**src/rtl/step_profile_gen.sv**
```systemverilog
// step_profile_gen: trapezoidal step/direction pulse generator.
// Accepts a move command, emits one step pulse per motor step with a period
// that ramps from period_start down to period_min and back up near the end.
// An abort ramps down the same way and stops once the period reaches period_start.
//
// Command handshake: a command transfers on a rising clk edge where
// cmd_valid && cmd_ready. cmd_ready is high only while the generator is idle.
// All cmd_* and profile inputs are sampled on that edge only.
module step_profile_gen #(
  parameter int W  = 28,
  parameter int CW = 28
) (
  input  logic          clk,
  input  logic          rst_n,
  input  logic          cmd_valid,
  output logic          cmd_ready,
  input  logic [CW-1:0] cmd_count,
  input  logic          cmd_dir,
  input  logic [W-1:0]  period_start,
  input  logic [W-1:0]  period_min,
  input  logic [W-1:0]  acc_step,
  input  logic [W-1:0]  dec_step,
  input  logic [CW-1:0] dec_start,
  input  logic          abort,
  output logic          step_out,
  output logic          dir_out,
  output logic          busy,
  output logic          done,
  output logic          aborted,
  output logic [CW-1:0] pulses_done,
  output logic [1:0]    dbg_state
);

  typedef enum logic [1:0] {
    S_IDLE = 2'd0,
    S_HIGH = 2'd1,
    S_LOW  = 2'd2
  } state_e;

  // Period arithmetic runs one bit wider so sums and differences can be
  // range-checked before being narrowed back to W bits.
  localparam logic [W:0]   P_FLOOR_X = (W+1)'(2);
  localparam logic [W:0]   P_CEIL_X  = {1'b0, {W{1'b1}}};
  localparam logic [W-1:0] P_FLOOR   = W'(2);

  // Latched command and profile
  state_e        state_q;
  logic [CW-1:0] count_q;
  logic [W-1:0]  pstart_q;
  logic [W-1:0]  pmin_q;
  logic [W-1:0]  acc_q;
  logic [W-1:0]  dec_q;
  logic [CW-1:0] dec_start_q;

  // Running move state
  logic [W-1:0]  period_q;
  logic [W-1:0]  timer_q;
  logic [CW-1:0] pulses_q;
  logic          abort_q;

  // Registered outputs
  logic          step_q;
  logic          dir_q;
  logic          busy_q;
  logic          done_q;
  logic          aborted_q;
  logic          ready_q;

  // Next-pulse decision terms
  logic          accept;
  logic [W-1:0]  start_p_d;
  logic [CW-1:0] rem_d;
  logic          abort_eff;
  logic          use_dec;
  logic [W:0]    dec_sum;
  logic [W:0]    dec_lim;
  logic [W:0]    acc_diff;
  logic [W:0]    acc_lim;
  logic [W-1:0]  period_d;
  logic          finish_norm;
  logic          finish_abort;

  // Narrow a widened period back to W bits, clamped to [2, 2^W-1].
  function automatic logic [W-1:0] clamp_p(input logic [W:0] v);
    logic [W-1:0] r;
    if (v < P_FLOOR_X) begin
      r = P_FLOOR;
    end else if (v > P_CEIL_X) begin
      r = {W{1'b1}};
    end else begin
      r = v[W-1:0];
    end
    return r;
  endfunction

  // Timer reload for the HIGH phase: (P>>1) cycles, counted down to zero.
  function automatic logic [W-1:0] high_m1(input logic [W-1:0] p);
    return (p >> 1) - W'(1);
  endfunction

  // Timer reload for the LOW phase: P - (P>>1) cycles, counted down to zero.
  function automatic logic [W-1:0] low_m1(input logic [W-1:0] p);
    return p - (p >> 1) - W'(1);
  endfunction

  // Handshake, start period and the period for the pulse after the current one.
  always_comb begin
    accept       = cmd_valid && ready_q;
    start_p_d    = (period_start < P_FLOOR) ? P_FLOOR : period_start;

    rem_d        = count_q - pulses_q;
    // An abort arriving on the final LOW cycle still counts for this decision.
    abort_eff    = abort_q | abort;
    use_dec      = abort_eff || (rem_d <= dec_start_q);
    finish_norm  = (rem_d == '0);
    finish_abort = abort_eff && (period_q >= pstart_q);

    // Deceleration: grow by dec_step, never beyond period_start.
    dec_sum = {1'b0, period_q} + {1'b0, dec_q};
    dec_lim = dec_sum;
    if (dec_sum > {1'b0, pstart_q}) begin
      dec_lim = {1'b0, pstart_q};
    end

    // Acceleration: shrink by acc_step, saturating at 2 on underflow,
    // then never below period_min.
    acc_diff = {1'b0, period_q} - {1'b0, acc_q};
    acc_lim  = acc_diff;
    if (acc_q > period_q) begin
      acc_lim = P_FLOOR_X;
    end
    if (acc_lim < {1'b0, pmin_q}) begin
      acc_lim = {1'b0, pmin_q};
    end

    if (use_dec) begin
      period_d = clamp_p(dec_lim);
    end else if (period_q > pmin_q) begin
      period_d = clamp_p(acc_lim);
    end else begin
      period_d = period_q;
    end
  end

  // Move sequencer: IDLE waits for a command, HIGH/LOW time each step pulse.
  always_ff @(posedge clk or negedge rst_n) begin
    if (!rst_n) begin
      state_q     <= S_IDLE;
      count_q     <= '0;
      pstart_q    <= '0;
      pmin_q      <= '0;
      acc_q       <= '0;
      dec_q       <= '0;
      dec_start_q <= '0;
      period_q    <= '0;
      timer_q     <= '0;
      pulses_q    <= '0;
      abort_q     <= 1'b0;
      step_q      <= 1'b0;
      dir_q       <= 1'b0;
      busy_q      <= 1'b0;
      done_q      <= 1'b0;
      aborted_q   <= 1'b0;
      ready_q     <= 1'b1;
    end else begin
      done_q <= 1'b0;
      if ((state_q != S_IDLE) && abort) begin
        abort_q <= 1'b1;
      end

      case (state_q)
        S_IDLE: begin
          if (accept) begin
            count_q     <= cmd_count;
            pstart_q    <= period_start;
            pmin_q      <= period_min;
            acc_q       <= acc_step;
            dec_q       <= dec_step;
            dec_start_q <= dec_start;
            dir_q       <= cmd_dir;
            period_q    <= start_p_d;
            abort_q     <= 1'b0;
            aborted_q   <= 1'b0;
            if (cmd_count == '0) begin
              // Empty move: complete immediately without leaving IDLE.
              pulses_q <= '0;
              done_q   <= 1'b1;
            end else begin
              state_q  <= S_HIGH;
              timer_q  <= high_m1(start_p_d);
              pulses_q <= CW'(1);
              step_q   <= 1'b1;
              busy_q   <= 1'b1;
              ready_q  <= 1'b0;
            end
          end
        end

        S_HIGH: begin
          if (timer_q == '0) begin
            state_q <= S_LOW;
            step_q  <= 1'b0;
            timer_q <= low_m1(period_q);
          end else begin
            timer_q <= timer_q - W'(1);
          end
        end

        S_LOW: begin
          if (timer_q == '0) begin
            if (finish_norm || finish_abort) begin
              state_q   <= S_IDLE;
              busy_q    <= 1'b0;
              ready_q   <= 1'b1;
              done_q    <= 1'b1;
              aborted_q <= !finish_norm;
            end else begin
              // New period applies from this pulse onward, never mid-pulse.
              state_q  <= S_HIGH;
              period_q <= period_d;
              timer_q  <= high_m1(period_d);
              pulses_q <= pulses_q + CW'(1);
              step_q   <= 1'b1;
            end
          end else begin
            timer_q <= timer_q - W'(1);
          end
        end

        default: begin
          state_q <= S_IDLE;
          busy_q  <= 1'b0;
          ready_q <= 1'b1;
          step_q  <= 1'b0;
        end
      endcase
    end
  end

  assign cmd_ready   = ready_q;
  assign step_out    = step_q;
  assign dir_out     = dir_q;
  assign busy        = busy_q;
  assign done        = done_q;
  assign aborted     = aborted_q;
  assign pulses_done = pulses_q;
  assign dbg_state   = state_q;

endmodule

```
**config.mk**
```make
export PLATFORM = sky130hd
export DESIGN_NAME = step_profile_gen
export DESIGN_NICKNAME = d
export VERILOG_FILES = /design/src/rtl/step_profile_gen.sv
export SDC_FILE = /design/constraint.sdc
export NUM_CORES = 1
export LEC_CHECK = 0
export ABC_AREA = 1
export CORE_UTILIZATION = 54
export DETAILED_ROUTE_END_ITERATION = 10
export GPL_TIMING_DRIVEN = 0
export PLACE_DENSITY = 0.76
export SYNTH_ARGS = -nofsm -noshare
export SYNTH_HDL_FRONTEND = slang
export SYNTH_SLANG_ARGS = --single-unit
```
**constraint.sdc**
```tcl
create_clock -name clk -period 6.2 [get_ports clk]
set_input_delay 0.93 -clock clk [delete_from_list [all_inputs] [get_ports clk]]
set_output_delay 0.93 -clock clk [all_outputs]
set_load 0.02 [all_outputs]
```
==> results.json <==
{
  "maxSlewViolCount": 0,
  "ios": 209,
  "cts-root-buf": "clkbuf_16",
  "gp_congestion": 1.01,
  "finalSetupViolCount": 3,
  "synth_top_area_share_pct": 26.8,
  "p_per_area_nw_per_um2": 312,
  "n_antenna_cell": 0,
  "max_slew_margin_pct": 19.2,
  "layout.cells.most_common": "nand2_1",
  "finalWirelength_um": 93600,
  "cp_data_required_time_ns": 6.70,
  "yosysWarnings": 0,
  "port_buffers": 208,
  "fp.dieH_um": 214,
  "rsz0062_at_grt": "yes",
  "first_pass_iters": 7,
  "synth_top_family_by_area": "simple AND/OR/NAND/NOR gates",
  "ir_drop_mv": 0.287,
  "intPower_uw": 5030,
  "finalNetCount": 4407,
  "fin_worst_skew_ns": 0.0253,
  "fp.dieW_um": 214,
  "synth-seq-cells": 261,
  "place_hpwl_um": 71200,
  "yosysTopAreaCell": "dfrtp_1",
  "final_cell_mix": "1,002 x nand2_1, 422 x inv_1, 291 x nor2_1, 266 x o21ai_0",
  "grt_overflow_total": 0,
  "dpl-instance-area_um2": 27200,
  "grt_max_degree": 105,
  "yosys.area_share.simple_pct": 29.9,
  "synth_fa_ha_area_share_pct": 13.3,
  "arrival_ns": 6.74,
  "syn2layout_area_growth_pct": 25.1,
  "use_met2_pct": 62.6,
  "syn_nets": 4067,
  "ys_types": 63,
  "grt_usage_pct": 39.7,
  "critPathCaptureType": "flop",
  "clkPwrFrac_pct": 21.4,
  "fin_cells": 4596,
  "grt_pass1_vias": 25355,
  "vias": 26552,
  "fin_hold_ws_ns": 0.329,
  "top_usage_layer": "met2",
  "initial_core_util_pct": 54.8,
  "yosys.area_share.xor_xnor_pct": 4.26,
  "avgRoutedWirePerCell_um": 20.4,
  "start_kind": "flop",
  "drive_gt1_share_pct": 12.8,
  "finalSetupTns_ns": -0.0662,
  "switchingPower_uw": 4440,
  "grtUsageMet1_pct": 49.0,
  "status": "finished, violations left",
  "critical-path-slowest-cell": "o311ai_4",
  "period_share_pct": 101,
  "r2r_setup_slack_ns": -0.05,
  "synth_edf_count": 0,
  "cts_tree": "yes",
  "cellLeakagePower_uw": 0.0148,
  "cts-htree-levels": 2,
  "synth_compound_area_share_pct": 16.7,
  "fp-row-count": 77,
  "max_freq_mhz": 160,
  "cts_sinks": 261,
  "n_fill_cell": 3994,
  "critical_path_class": "flop to flop",
  "muxShareOfSynthArea_pct": 0,
  "viasPerCell": 5.78,
  "comb_power_share_pct": 54.4,
  "synthCells": 3639,
  "syn_area_per_cell_um2": 6.67,
  "clk_latency_ns": 0.57,
  "yosys-top-cells-area": "dfrtp_1 27%, nand2_1 16%, ha_1 13%, inv_1 6.8%, o21ai_0 6.2%",
  "violations": "negative setup slack",
  "synthFlopType": "dfrtp_1",
  "die_area_um2": 45800,
  "ys_seq_area_share_pct": 26.9,
  "cts_buffers": 35,
  "clk_pin_slew_worst_paths_ns": 0.06,
  "detail-route-antenna-nets": 0,
  "synthArstFlopShare_pct": 100,
  "hold_viol_final": 0,
  "core_area_um2": 44300,
  "grt_pass1_wl_um": 141000,
  "hold_class": "primary input to asynchronous set/reset pin",
  "initialDrtViolationCount": 2725,
  "ctsLongestPathBuffers": 3,
  "swShare_pct": 46.9,
  "syn-cell-area_um2": 24300,
  "hold_buffers": 0,
  "postLayoutSetupSlackWorst_ns": -0.0474,
  "sequentialPowerShare_pct": 24.2,
  "dp.cells": 4441,
  "fin_area_um2": 30400,
  "cap_viol_max_count": 0,
  "cp_max_fo": 10,
  "slowest_delay_ns": 0.41,
  "grt_use_met3_pct": 7.21,
  "antenna_found_initial": 1,
  "drc_errors": 0,
  "tightest_slew_ns": 1.21,
  "fin_crit_ns": 6.25
}
==> per-stage QoR <==
step,setup WS (ns),power [µW],util [%]
final,-0.0474,9470,68.6
after global routing,-0.449,9990,68.6
after CTS,0.00399,8610,65.4
after detailed placement,-1.44,6270,61.3
after global placement,-7.34,6250,61.2
after floorplan,0.0686,4900,-
==> state kept, by name, summed over array words and instances, names as in the netlist <==
| name | cells |
|---|---|
| abort_q | 1 |
| aborted | 1 |
| acc_q | 28 |
| busy | 1 |
| cmd_ready | 1 |
| count_q | 28 |
| dbg_state | 2 |
| dec_q | 28 |
| dec_start_q | 28 |
| dir_out | 1 |
| done | 1 |
| period_q | 28 |
| pmin_q | 28 |
| pstart_q | 28 |
| pulses_done | 28 |
| step_out | 1 |
| timer_q | 28 |
==> final cells by class <==
class / count / area, µm² / share of cell area (%)
buffer: 108 / 588 / 1.94
tap: 592 / 741 / 2.44
sequential: 261 / 6580 / 21.7
clock buffer: 48 / 1010 / 3.31
multi-input combinational: 2817 / 16700 / 54.9
timing repair buffer: 303 / 2940 / 9.66
clock inverter: 14 / 123 / 0.404
inverter: 453 / 1730 / 5.68
==> final timing paths <==
kind,start,endpoint,cells after the start
worst max-delay path,count_q[0],timer_q[16],41
worst min-delay path,rst_n,acc_q[15],1
worst max register to register,count_q[0],timer_q[16],41
worst min register to register,count_q[17],count_q[17],2
max in group asynchronous,rst_n,period_q[10],2
min in group clk,count_q[17],count_q[17],2
==> per-layer routing <==
metal | vias up | part of all wire [%] | routed length [µm]
met2 | 1409 | 44 | 41000
met4 | 0 | 8.1 | 7590
met5 | - | 0 | 0
met1 | 12049 | 39 | 36200
li1 | 12689 | - | -
met3 | 405 | 9.4 | 8790
==> synthesized netlist by cell type, types with 9 or more instances <==
cell	instances
nand2_1	1041
inv_1	440
nor2_1	311
o21ai_0	301
dfrtp_1	260
ha_1	251
a21oi_1	250
nand3_1	128
nand4_1	76
xor2_1	70
clkbuf_1	66
xnor2_1	48
nor3_1	46
o21ai_1	39
nor4_1	32
buf_2	30
o22ai_1	20
or2_2	20
o211ai_1	17
o31ai_1	17
nand2_2	15
o21bai_1	11
a21oi_2	10
inv_2	10
a21o_1	9
o21ai_2	9
==> critical path, delay by kind of cell, from the launching register on <==
kind | cells | cell delay (ns)
and+or+nand+nor | 19 | 2.15
adders and majority gates | 3 | 0.78
xor gates and xnor gates | 1 | 0.21
buffers and inverters | 6 | 0.68
DFF | 1 | 0.38
AOI/OAI and AO/OA | 12 | 1.96
==> power by group through the flow <==
stage / logic [µW] / registers [µW] / clock network [µW]
after floorplan: 2790 / 2120 / 0
after global placement: 3920 / 2330 / 0
final: 5150 / 2290 / 2030
after detailed placement: 3940 / 2330 / 0
after CTS: 4290 / 2280 / 2040
after global routing: 5600 / 2290 / 2100
==> logic make-up (layout without fill, tap and decap cells) <==
| family | after synthesis | after routing |
|---|---|---|
| simple gates | 1714 | 1714 |
| buf+inv | 561 | 926 |
| flops | 261 | 261 |
| fa+ha+maj | 255 | 255 |
| xor+xnor | 118 | 118 |
| compound gates | 730 | 730 |
==> what timing repair did <==
item,CTS,global route
pin swaps,26,76
setup buffers,37,56
gates resized for setup,125,244
endpoints found under the hold margin,0,0
cloned,0,1
setup endpoints to repair,40,27
Power figures use the tool's default switching activity.
